$ cat src/rtl/bless_port_alloc.sv
// bless_port_alloc: oldest-first port allocator and xbar control sequencer for a BLESS deflection router
module bless_port_alloc #(
    parameter int NUM_CH     = 4,
    parameter int IDX_W      = 2,
    parameter int AGE_W      = 8,
    parameter int STARVE_MAX = 16,
    parameter int CNT_W      = 16
) (
    input  logic              clk,
    input  logic              reset,
    input  logic [NUM_CH-1:0] vld_in,
    input  logic [NUM_CH-1:0] ppv_in_0,
    input  logic [NUM_CH-1:0] ppv_in_1,
    input  logic [NUM_CH-1:0] ppv_in_2,
    input  logic [NUM_CH-1:0] ppv_in_3,
    input  logic [AGE_W-1:0]  age_in_0,
    input  logic [AGE_W-1:0]  age_in_1,
    input  logic [AGE_W-1:0]  age_in_2,
    input  logic [AGE_W-1:0]  age_in_3,
    input  logic              inj_req,
    input  logic [NUM_CH-1:0] inj_ppv,
    output logic              inj_gnt,
    output logic [IDX_W-1:0]  inj_slot,
    output logic [IDX_W-1:0]  indir_rank0,
    output logic [IDX_W-1:0]  indir_rank1,
    output logic [IDX_W-1:0]  indir_rank2,
    output logic [IDX_W-1:0]  indir_rank3,
    output logic [NUM_CH-1:0] allocPV_0,
    output logic [NUM_CH-1:0] allocPV_1,
    output logic [NUM_CH-1:0] allocPV_2,
    output logic [NUM_CH-1:0] allocPV_3,
    output logic [NUM_CH-1:0] vld_out,
    output logic [CNT_W-1:0]  defl_cnt,
    output logic              starve
);
    localparam int SC_W  = $clog2(STARVE_MAX + 1);
    localparam int KEY_W = 1 + AGE_W + IDX_W;

    logic [NUM_CH-1:0] ppv [NUM_CH];
    logic [NUM_CH-1:0] eppv [NUM_CH];
    logic [AGE_W-1:0]  age [NUM_CH];
    logic [KEY_W-1:0]  key [NUM_CH];
    logic [IDX_W-1:0]  rank [NUM_CH];
    logic [IDX_W-1:0]  order [NUM_CH];
    logic [IDX_W-1:0]  order_q [NUM_CH];
    logic [NUM_CH-1:0] alloc [NUM_CH];
    logic [NUM_CH-1:0] alloc_q [NUM_CH];
    logic [NUM_CH-1:0] ev, free, prod, pick;
    logic [IDX_W-1:0]  rr_ptr;
    logic [2:0]        ndefl;
    logic [CNT_W:0]    defl_sum;
    logic [SC_W-1:0]   starve_cnt;

    assign inj_gnt  = !reset && inj_req && !(&vld_in);
    assign inj_slot = !vld_in[0] ? IDX_W'(0) : !vld_in[1] ? IDX_W'(1) : !vld_in[2] ? IDX_W'(2) : IDX_W'(3);

    // The injected flit joins the datapath as an age-0 flit in the granted slot.
    always_comb begin
        ppv = '{ppv_in_0, ppv_in_1, ppv_in_2, ppv_in_3};
        age = '{age_in_0, age_in_1, age_in_2, age_in_3};
        ev  = '0;
        for (int c = 0; c < NUM_CH; c++) begin
            ev[c]   = vld_in[c] | (inj_gnt && inj_slot == IDX_W'(c));
            eppv[c] = vld_in[c] ? ppv[c] : inj_ppv;
            key[c]  = {ev[c], vld_in[c] ? age[c] : AGE_W'(0), ~(IDX_W'(c) - rr_ptr)};
        end
    end

    // Keys are unique (rotated index in the LSBs), so rank is a strict count of winners.
    always_comb begin
        for (int c = 0; c < NUM_CH; c++) begin
            rank[c] = '0;
            for (int j = 0; j < NUM_CH; j++)
                if (key[j] > key[c]) rank[c] = rank[c] + IDX_W'(1);
        end
        for (int k = 0; k < NUM_CH; k++) begin
            order[k] = '0;
            for (int c = 0; c < NUM_CH; c++)
                if (rank[c] == IDX_W'(k)) order[k] = IDX_W'(c);
        end
    end

    always_comb begin
        free  = '1;
        ndefl = '0;
        prod  = '0;
        pick  = '0;
        for (int k = 0; k < NUM_CH; k++) begin
            prod     = eppv[order[k]] & free;
            pick     = (prod != '0) ? prod : free;
            alloc[k] = ev[order[k]] ? (pick & (~pick + NUM_CH'(1))) : '0;
            ndefl    = ndefl + 3'(ev[order[k]] && prod == '0);
            free     = free & ~alloc[k];
        end
    end

    assign defl_sum = {1'b0, defl_cnt} + (CNT_W + 1)'(ndefl);

    always_ff @(posedge clk) begin
        if (reset) begin
            for (int k = 0; k < NUM_CH; k++) begin
                order_q[k] <= IDX_W'(k);
                alloc_q[k] <= '0;
            end
            vld_out    <= '0;
            defl_cnt   <= '0;
            rr_ptr     <= '0;
            starve_cnt <= '0;
        end else begin
            order_q    <= order;
            alloc_q    <= alloc;
            vld_out    <= ~free;
            defl_cnt   <= defl_sum[CNT_W] ? '1 : defl_sum[CNT_W-1:0];
            rr_ptr     <= rr_ptr + IDX_W'(|ev);
            starve_cnt <= (inj_req && !inj_gnt) ? ((starve_cnt == SC_W'(STARVE_MAX)) ? starve_cnt : starve_cnt + SC_W'(1)) : '0;
        end
    end

    assign starve      = starve_cnt >= SC_W'(STARVE_MAX);
    assign indir_rank0 = order_q[0];
    assign indir_rank1 = order_q[1];
    assign indir_rank2 = order_q[2];
    assign indir_rank3 = order_q[3];
    assign allocPV_0   = alloc_q[0];
    assign allocPV_1   = alloc_q[1];
    assign allocPV_2   = alloc_q[2];
    assign allocPV_3   = alloc_q[3];
endmodule

$ cat config.mk
export PLATFORM = sky130hd
export DESIGN_NAME = bless_port_alloc
export DESIGN_NICKNAME = d
export VERILOG_FILES = /design/src/rtl/bless_port_alloc.sv
export SDC_FILE = /design/constraint.sdc
export NUM_CORES = 1
export LEC_CHECK = 0
export BUFFER_PORTS_ARGS = -buffer_cell sky130_fd_sc_hd__buf_4
export CELL_PAD_IN_SITES_DETAIL_PLACEMENT = 2
export CELL_PAD_IN_SITES_GLOBAL_PLACEMENT = 2
export CORE_MARGIN = 3
export CORE_UTILIZATION = 36
export CTS_CLUSTER_DIAMETER = 120
export DETAILED_ROUTE_END_ITERATION = 12
export MAX_ROUTING_LAYER = met4
export PLACE_DENSITY_LB_ADDON = 0.08
export SETUP_SLACK_MARGIN = 0.1
export SLEW_MARGIN = 20
export SYNTH_ARGS = -nofsm -noshare
export SYNTH_HDL_FRONTEND = slang
export SYNTH_SLANG_ARGS = --single-unit
$ cat constraint.sdc
create_clock -name clk -period 14.58 [get_ports clk]
set_clock_uncertainty 0.2 [all_clocks]
set_input_delay 0.729 -clock clk [delete_from_list [all_inputs] [get_ports clk]]
set_output_delay 0.729 -clock clk [all_outputs]
set_load 0.03 [all_outputs]
==> flow_summary.yaml, run 1 <==
yosys:
  netlist-cell-type-count: 90
  netlist_instances: 670
  netlist_top_cells_area: "dfxtp_1 18%, ha_1 16%, mux2i_1 5.9%"
  synth_compound_area_share_pct: 25.0
  synth_area_per_cell_um2: 8.33
  synth_seq_area_share_pct: 18.3
  yosys.area_share.simple_pct: 22.6
  synthMostInstantiatedCell: "ha_1"
  largest_family_of_logic_cells_by_synthesized_area: "compound AO/OA/AOI/OAI gates"
  ys.flop_type: "dfxtp_1"
  synth_fa_ha_area_share_pct: 16.8
  ys.warnings.count: 0
  synth_edf_count: 0
  synthesized_nets: 802
  synthTopCellsByCount: "70 x ha_1, 62 x nand2_1, 51 x a21oi_1, 51 x dfxtp_1, 43 x inv_1"
  netlist.area_leader.share_pct: 18.3
  post_synth_xor_area_fraction_pct: 2.80
  synthDominantAreaCellType: "dfxtp_1"
  ys_seq_elements: 51
  synthMuxAreaShare_pct: 10.0
  syn-cell-area_um2: 5580
  synth-async-reset-ratio_pct: 0
routing:
  wire_length_per_cell_um: 21.7
  detail_route.wirelength_um: 20500
  detailroute.via_count: 5474
  drt_first_pass_iters: 5
  drt_drc: 0
  detail_route.vias_per_cell: 5.77
  number_of_design_rule_violations_left_by_the_first_detailed_router_iteration: 245
  ant_nets: 0
placement:
  place_congestion: 0.913
  hpwlAfterDp_um: 17100
  count_of_port_buffers_added_during_placement: 106
  placed_cells_incl_taps: 941
  placed_area_um2: 6540
  dp_worst_setup_slack_ns: 5.39
final_layout:
  layout-drive-gt1-share_pct: 23.8
  layout.core_utilization_pct: 45.1
  area_growth_syn_to_layout_pct: 20.1
  finish.instance_area_um2: 6700
  antenna_cells: 0
  multi_input_area_um2: 4320
  fin_cells: 948
  regArea_um2: 1020
  finalNetCount: 896
  fill_cells: 1683
floorplan:
  fp.dieH_um: 131
  die_x_um: 131
  core_region_area_um2: 14900
  design.die.area_um2: 17000
  placement_rows: 44
  io_pins: 107
  initial_cell_density_of_the_core_pct: 37.5
job:
  timing.max_cap.violations: 0
power:
  combPwrFrac_pct: 69.6
  clockPowerShare_pct: 13.1
  p_leak_nw: 3.11
  share_seq_of_total_power_pct: 17.3
  internal-power_uw: 505
  p_total_mw: 1.02
  netSwitchingFraction_pct: 50.4
  vdd_drop_max_v: 0.0000627
  switching_power_uw: 512
  pwr_density_cell_nw_per_um2: 152
sta:
  whs_ns: 0.365
  final_critical_path_setup_slack_ns: 5.37
  hold_viol: 0
  rsz0062_at_grt: "no"
  maxClockFrequency_ghz: 0.109
  worst_pin_slew_ns: 1.05
  finalSetupTns_ns: 0
  timing.final.max_slew_violations: 0
  min_period_ns: 9.21
  min_period_over_period_pct: 63.1
  slew_headroom_pct: 29.4
  final-setup-viol-count: 0
clock_network:
  cts-buffers-inserted: 5
  clk_pin_slew_ns: 0.07
  cts_tree: "yes"
  cts.root.buffer_cell: "clkbuf_16"
  htreeDepth: 2
  clock-sinks: 51
  cts_resized: 0
  post_cts_buffers: 0
  clock_path_buffers: 2
  clk-insertion-delay-late_ns: 0.29
  hold_buffers: 0
setup_path:
  crit_path_max_fanout: 13
  critPathSlowestCell: "a221oi_4"
  cpPeakStageDelay_ns: 0.55
  worstSetupPathType: "reg -> reg"
  crit_path_end_kind: "flip-flop"
  cp.arrival_ns: 9.22
  timing.critical_path.from_type: "flip-flop"
  cp_data_required_time_ns: 14.59
status:
  outcome: "completed"
global_routing:
  grt_antenna_before_repair: 0
  grt_usage_pct: 24.9
  number_of_global_route_vias_before_repair: 5853
  largest_net_degree_at_the_start_of_global_routing: 36
  grt.overflow.total: 0
  grt_first_pass_wirelength_um: 32500
hold_path:
  holdCritPathClass: "reg -> reg"
==> flip-flops by register name, summed over array words and instances, names as in the netlist <==
signal and count:
allocPV_0 4, allocPV_1 4, allocPV_2 4, allocPV_3 4, defl_cnt 16, indir_rank0 2
indir_rank1 2, indir_rank2 2, indir_rank3 2, rr_ptr 2, starve_cnt 5, vld_out 4
==> cells by family (layout without fill, tap and decap cells) <==
logic type	Yosys count	count (layout)
xor gates and xnor gates	17	17
adders and majority gates	73	73
buffers and inverters	64	158
DFF	51	51
AOI/OAI and AO/OA	182	182
muxes	48	48
and+or+nand+nor	235	235
==> worst max-delay path, delay by kind of cell (launching register included) <==
family | cells | cell delay (ns)
and+or+nand+nor | 14 | 2.68
DFF | 1 | 0.47
AOI/OAI and AO/OA | 16 | 3.80
adders and majority gates | 5 | 1.73
buffers and inverters | 3 | 0.26
==> power groups by stage <==
stage | combinational (mW) | sequential (mW) | clock, mW
after floorplan | 0.451 | 0.227 | 0
after global placement | 0.668 | 0.178 | 0
after detailed placement | 0.700 | 0.179 | 0
after CTS | 0.706 | 0.176 | 0.138
after global routing | 0.770 | 0.178 | 0.144
final | 0.708 | 0.176 | 0.133
==> worst paths after layout <==
kind,startpoint,endpoint,slack [ns],cells after the start
setup / recovery,rr_ptr[1]$_SDFF_PP0_,defl_cnt[0]$_SDFF_PP0_,5.37,38
setup reg to reg,rr_ptr[1]$_SDFF_PP0_,defl_cnt[0]$_SDFF_PP0_,5.37,38
hold reg to reg,starve_cnt[4]$_SDFFE_PP0N_,starve_cnt[4]$_SDFFE_PP0N_,0.37,2
hold / removal,starve_cnt[4]$_SDFFE_PP0N_,starve_cnt[4]$_SDFFE_PP0N_,0.37,2
==> final cells by class <==
type,instances,area share (%)
Clock buffer,5,1.87
Clock inverter,2,0.560
Inverter,43,2.41
Multi-Input combinational cell,555,64.4
Sequential cell,51,15.2
Tap cell,184,3.44
Timing Repair Buffer,108,12.1
==> placed cells by master, fill, tap and decap left out, drive strengths merged, types with 5 or more instances in the layout <==
master	n
a211o	5
a211oi	7
a21o	14
a21oi	53
a31oi	7
and2	17
and3	11
buf	108
clkbuf	5
dfxtp	51
ha	70
inv	43
mux2	10
mux2i	35
nand2	63
nand2b	13
nand3	21
nand4	6
nor2	44
nor2b	24
nor3	14
o211ai	5
o21ai	42
o22ai	5
or2	8
xnor2	8
xor2	9
==> per-layer routing <==
| layer | global-route usage [%] | vias to the layer above | share of wire (%) |
|---|---|---|---|
| met2 | 39.7 | 130 | 46 |
| met1 | 35.2 | 2718 | 49 |
| li1 | - | 2613 | - |
| met3 | 2.64 | 13 | 4.2 |
| met5 | - | - | 0 |
| met4 | 2.84 | 0 | 0.56 |
(Power assumes the default switching activity.)
==> run 2: changes to the inputs <==
--- a/config.mk
+++ b/config.mk
@@ -9,7 +9,7 @@
 export CELL_PAD_IN_SITES_DETAIL_PLACEMENT = 2
 export CELL_PAD_IN_SITES_GLOBAL_PLACEMENT = 2
 export CORE_MARGIN = 3
-export CORE_UTILIZATION = 36
+export CORE_UTILIZATION = 34
 export CTS_CLUSTER_DIAMETER = 120
 export DETAILED_ROUTE_END_ITERATION = 12
 export MAX_ROUTING_LAYER = met4
==> constraint.sdc (replaced) <==
create_clock -name clk -period 8.59 [get_ports clk]
set_clock_uncertainty 0.2 [all_clocks]
set_input_delay 0.4295 -clock clk [delete_from_list [all_inputs] [get_ports clk]]
set_output_delay 0.4295 -clock clk [all_outputs]
set_load 0.03 [all_outputs]
==> flow_summary.yaml, run 2 (same netlist as run 1, synthesis figures left out) <==
placement:
  count_of_port_buffers_added_during_placement: 106
  placed_area_um2: 6710
  placed_cells_incl_taps: 991
  dp_worst_setup_slack_ns: -0.244
  place_congestion: 0.921
  hpwlAfterDp_um: 17200
setup_path:
  reg2regPathDepth: 39
  cp.arrival_ns: 8.05
  cp_data_required_time_ns: 8.56
  critPathSlowestCell: "a2111oi_4"
  timing.critical_path.from_type: "flip-flop"
  crit_path_end_kind: "flip-flop"
  cpPeakStageDelay_ns: 0.47
  worstSetupPathType: "reg -> reg"
  crit_path_max_fanout: 10
  critical-path-top-cell-by-count: "inv_1"
floorplan:
  design.die.area_um2: 18000
  fp.dieH_um: 134
  io_pins: 107
  core_region_area_um2: 16000
  die_x_um: 134
  placement_rows: 46
  initial_cell_density_of_the_core_pct: 34.9
power:
  netSwitchingFraction_pct: 50.2
  pwr_density_cell_nw_per_um2: 262
  switching_power_uw: 952
  combPwrFrac_pct: 73.4
  p_leak_nw: 3.30
  internal-power_uw: 943
  clockPowerShare_pct: 10.9
  share_seq_of_total_power_pct: 15.7
  vdd_drop_max_v: 0.000125
  p_total_mw: 1.90
clock_network:
  clk-insertion-delay-late_ns: 0.30
  cts-buffers-inserted: 5
  cts_tree: "yes"
  clock-sinks: 51
  hold_buffers: 0
  clk_pin_slew_ns: 0.07
  htreeDepth: 2
  cts.root.buffer_cell: "clkbuf_16"
  clock_path_buffers: 2
sta:
  timing.final.max_slew_violations: 0
  finalSetupTns_ns: 0
  min_period_over_period_pct: 94.0
  slew_headroom_pct: 38.4
  hold_viol: 0
  final_critical_path_setup_slack_ns: 0.512
  final-setup-viol-count: 0
  maxClockFrequency_ghz: 0.124
  worst_pin_slew_ns: 0.915
  min_period_ns: 8.08
hold_path:
  holdCritPathClass: "reg -> reg"
  timing.hold.worst_path_depth: 2
global_routing:
  use_met3_pct: 3.56
  largest_net_degree_at_the_start_of_global_routing: 35
  grt_busiest_layer: "met2"
  grt.overflow.total: 0
  groute.layer.met2.usage_pct: 38.9
  grt_usage_pct: 24.3
  grt_antenna_before_repair: 0
  grt_first_pass_wirelength_um: 33900
  number_of_global_route_vias_before_repair: 6169
  grt_util_met1_pct: 33.0
final_layout:
  layout-drive-gt1-share_pct: 32.0
  leading_cell_types_in_the_layout_fill_and_taps_excluded: "139 x buf_4, 68 x ha_1, 60 x nand2_1, 49 x dfxtp_1, 48 x a21oi_1"
  largest_register_ffs: 16
  largest-register: "defl_cnt"
  mostFrequentLayoutCell: "buf_4"
  finish.instance_area_um2: 7230
  finalNetCount: 929
  fin_cells: 1014
  area_growth_syn_to_layout_pct: 29.5
  antenna_cells: 0
  fill_cells: 1854
  layout_top_registers: "defl_cnt (16), starve_cnt (5)"
status:
  outcome: "completed"
routing:
  detailroute.via_count: 5609
  ant_nets: 0
  detail_route.vias_per_cell: 5.53
  drt_drc: 0
  number_of_design_rule_violations_left_by_the_first_detailed_router_iteration: 225
  wire_length_per_cell_um: 21.4
  drt_first_pass_iters: 4
  detail_route.wirelength_um: 21700
job:
  timing.max_cap.violations: 0
## run 2: changes by cell type in the layout (fill, tap and decap cells not counted), sizes merged
cell	delta
clkinvlp	-1
clkinv	+2
buf	+33
bufinv	-1
inv	+1
## run 2: layout make-up
cell class	count	area [µm²]	area share, %
clock buffer	5	125	1.73
clock inverter	3	18.8	0.260
inverter	43	161	2.23
multi-input combinational	555	4560	63.1
sequential	51	1030	14.2
tap	216	270	3.74
timing repair buffer	141	1070	14.8
## run 2: final timing paths
path / start / endpoint / slack (ns)
hold reg to reg: starve_cnt[3]$_SDFFE_PP0N_ / starve_cnt[3]$_SDFFE_PP0N_ / 0.36
setup reg to reg: rr_ptr[1]$_SDFF_PP0_ / defl_cnt[14]$_SDFF_PP0_ / 0.51
hold / removal: starve_cnt[3]$_SDFFE_PP0N_ / starve_cnt[3]$_SDFFE_PP0N_ / 0.36
setup / recovery: rr_ptr[1]$_SDFF_PP0_ / defl_cnt[14]$_SDFF_PP0_ / 0.51
## run 2: critical path: cells and delay by family, from the launching register on
family / cells / cell delay (ns)
compound gates: 12 / 2.75
simple gates: 16 / 2.22
fa+ha+maj: 6 / 1.84
buf+inv: 5 / 0.52
flops: 1 / 0.39
## run 2: per-layer routing
| metal | wire length, µm | up-vias |
|---|---|---|
| met1 | 9920 | 2779 |
| met2 | 10400 | 129 |
| met4 | 278 | 0 |
| met3 | 1070 | 19 |
| met5 | 0 | - |
| li1 | - | 2682 |
## run 2: power groups by stage
| stage | clock [mW] | combinational, mW | sequential, mW |
|---|---|---|---|
| after detailed placement | 0 | 1.21 | 0.303 |
| after CTS | 0.212 | 1.25 | 0.299 |
| after global placement | 0 | 1.18 | 0.301 |
| after global routing | 0.225 | 1.50 | 0.304 |
| final | 0.206 | 1.39 | 0.298 |
| after floorplan | 0 | 0.765 | 0.385 |
## run 2: metrics by stage
step | util (%) | hold slack [ns]
floorplan | - | 0.299
global placement | 42.0 | 0.318
detailed placement | 42.0 | 0.351
CTS | 43.4 | 0.368
global route | 45.2 | 0.406
finish | 45.2 | 0.360
## run 2: timing repair
item | CTS | global route
pin swaps | 4 | 13
buffers inserted | 5 | 10
setup endpoints to repair | 16 | 16
gates resized for setup | 9 | 52
==> run 3: changes to the inputs <==
--- a/config.mk
+++ b/config.mk
@@ -8,6 +8,7 @@
 export BUFFER_PORTS_ARGS = -buffer_cell sky130_fd_sc_hd__buf_4
 export CELL_PAD_IN_SITES_DETAIL_PLACEMENT = 2
 export CELL_PAD_IN_SITES_GLOBAL_PLACEMENT = 2
+export CORE_ASPECT_RATIO = 0.6
 export CORE_MARGIN = 3
 export CORE_UTILIZATION = 34
 export CTS_CLUSTER_DIAMETER = 120
==> flow_summary.yaml, run 3 (same netlist as run 1, synthesis figures left out) <==
routing:
  wire_length_per_cell_um: 24.1
  detailroute.via_count: 5857
  drt_first_pass_iters: 5
  number_of_design_rule_violations_left_by_the_first_detailed_router_iteration: 341
  ant_nets: 0
  detail_route.vias_per_cell: 5.76
  drt_drc: 0
  detail_route.wirelength_um: 24500
global_routing:
  number_of_global_route_vias_before_repair: 5845
  grt_usage_pct: 26.7
  grt.overflow.total: 0
  grt_first_pass_wirelength_um: 36100
  grt_antenna_before_repair: 0
  largest_net_degree_at_the_start_of_global_routing: 35
final_layout:
  largest_register_ffs: 16
  antenna_cells: 0
  layout.core_utilization_pct: 46.6
  largest-register: "defl_cnt"
  area_growth_syn_to_layout_pct: 31.4
  finalNetCount: 944
  mostFrequentLayoutCell: "buf_4"
  layout_top_registers: "defl_cnt (16), starve_cnt (5)"
  leading_cell_types_in_the_layout_fill_and_taps_excluded: "152 x buf_4, 68 x ha_1, 60 x nand2_1, 51 x dfxtp_1, 46 x a21oi_1"
  layout-drive-gt1-share_pct: 33.2
sta:
  worst_pin_slew_ns: 1.06
  min_period_ns: 8.16
  rsz0062_at_grt: "yes"
  hold_viol: 0
  slew_headroom_pct: 29.1
  final-setup-viol-count: 0
  final_critical_path_setup_slack_ns: 0.427
  min_period_over_period_pct: 95.0
  maxClockFrequency_ghz: 0.122
  timing.final.max_slew_violations: 0
placement:
  dp_worst_setup_slack_ns: 0.0787
  hpwlAfterDp_um: 20000
  count_of_port_buffers_added_during_placement: 106
  place_congestion: 0.990
setup_path:
  crit_path_max_fanout: 8
  cp_data_required_time_ns: 8.56
  cp.arrival_ns: 8.13
  crit_path_end_kind: "flip-flop"
  cpPeakStageDelay_ns: 0.51
  timing.critical_path.from_type: "flip-flop"
  critPathSlowestCell: "o32ai_4"
  critical-path-top-cell-by-count: "a21o_1"
  worstSetupPathType: "reg -> reg"
clock_network:
  cts_tree: "yes"
  clk_pin_slew_ns: 0.08
  clock-sinks: 51
  cts-buffers-inserted: 5
  cts.root.buffer_cell: "clkbuf_16"
  htreeDepth: 2
  clock_path_buffers: 2
  hold_buffers: 0
  clk-insertion-delay-late_ns: 0.31
floorplan:
  core_region_area_um2: 15700
  initial_cell_density_of_the_core_pct: 35.5
  design.die.area_um2: 18000
  io_pins: 107
  placement_rows: 35
  die_x_um: 171
  fp.dieH_um: 105
power:
  internal-power_uw: 988
  clockPowerShare_pct: 11.2
  vdd_drop_max_v: 0.000117
  combPwrFrac_pct: 73.7
  switching_power_uw: 980
  p_total_mw: 1.97
  netSwitchingFraction_pct: 49.8
  p_leak_nw: 3.37
  pwr_density_cell_nw_per_um2: 268
  share_seq_of_total_power_pct: 15.1
status:
  outcome: "completed"
job:
  timing.max_cap.violations: 0
hold_path:
  holdCritPathClass: "reg -> reg"
run 3: what timing repair did:
| action | 4_1_cts | 5_1_grt |
|---|---|---|
| pin swaps | 1 | 12 |
| endpoints found under the setup margin | 13 | 16 |
| buffers inserted | 2 | 15 |
| gates cloned | 0 | 1 |
| endpoints found under the hold margin | 0 | 0 |
| resized for setup | 1 | 54 |
run 3: stage by stage:
stage / area [µm²] / TNS, ns / hold slack, ns / cells
floorplan: 5580 / 0 / 0.299 / 670
global placement: 6790 / 0 / 0.329 / 990
detailed placement: 6790 / 0 / 0.340 / 990
CTS: 6960 / 0 / 0.360 / 1000
global route: 7330 / -0.343 / 0.405 / 1016
finish: 7330 / 0 / 0.367 / 1016
run 3: per-layer routing:
layer | vias up | routed length, µm | track usage, %
li1 | 2710 | - | -
met1 | 2949 | 13300 | 43.7
met5 | - | 0 | -
met2 | 191 | 9380 | 34.0
met3 | 7 | 1770 | 5.36
met4 | 0 | 60 | 1.95
run 3: layout make-up:
class,instances,area [µm²]
Clock inverter,2,16.3
Tap cell,203,254
Inverter,43,161
Fill cell,1721,8390
Clock buffer,6,139
Multi-Input combinational cell,555,4540
Sequential cell,51,1020
Timing Repair Buffer,156,1200
run 3: worst max-delay path: cells and delay by family, from the launching register on:
| kind | cells | cell delay, ns |
|---|---|---|
| buffers and inverters | 6 | 0.70 |
| xor gates and xnor gates | 1 | 0.22 |
| DFF | 1 | 0.35 |
| and+or+nand+nor | 11 | 1.41 |
| adders and majority gates | 5 | 1.98 |
| AOI/OAI and AO/OA | 13 | 2.98 |
| muxes | 1 | 0.18 |
run 3: power groups by stage:
stage          sequential [mW]  clock (mW)  combinational, mW
2_1_floorplan            0.385           0              0.765
3_3_place_gp             0.300           0               1.23
3_5_place_dp             0.304           0               1.27
4_1_cts                  0.299       0.229               1.28
5_1_grt                  0.303       0.240               1.56
6_report                 0.298       0.219               1.45
run 3: final timing paths:
kind	start	endpoint	slack (ns)	cells past startpoint
setup reg to reg	rr_ptr[1]$_SDFF_PP0_	defl_cnt[4]$_SDFF_PP0_	0.43	37
setup / recovery	rr_ptr[1]$_SDFF_PP0_	defl_cnt[4]$_SDFF_PP0_	0.43	37
hold / removal	starve_cnt[3]$_SDFFE_PP0N_	starve_cnt[3]$_SDFFE_PP0N_	0.37	2
hold reg to reg	starve_cnt[3]$_SDFFE_PP0N_	starve_cnt[3]$_SDFFE_PP0N_	0.37	2
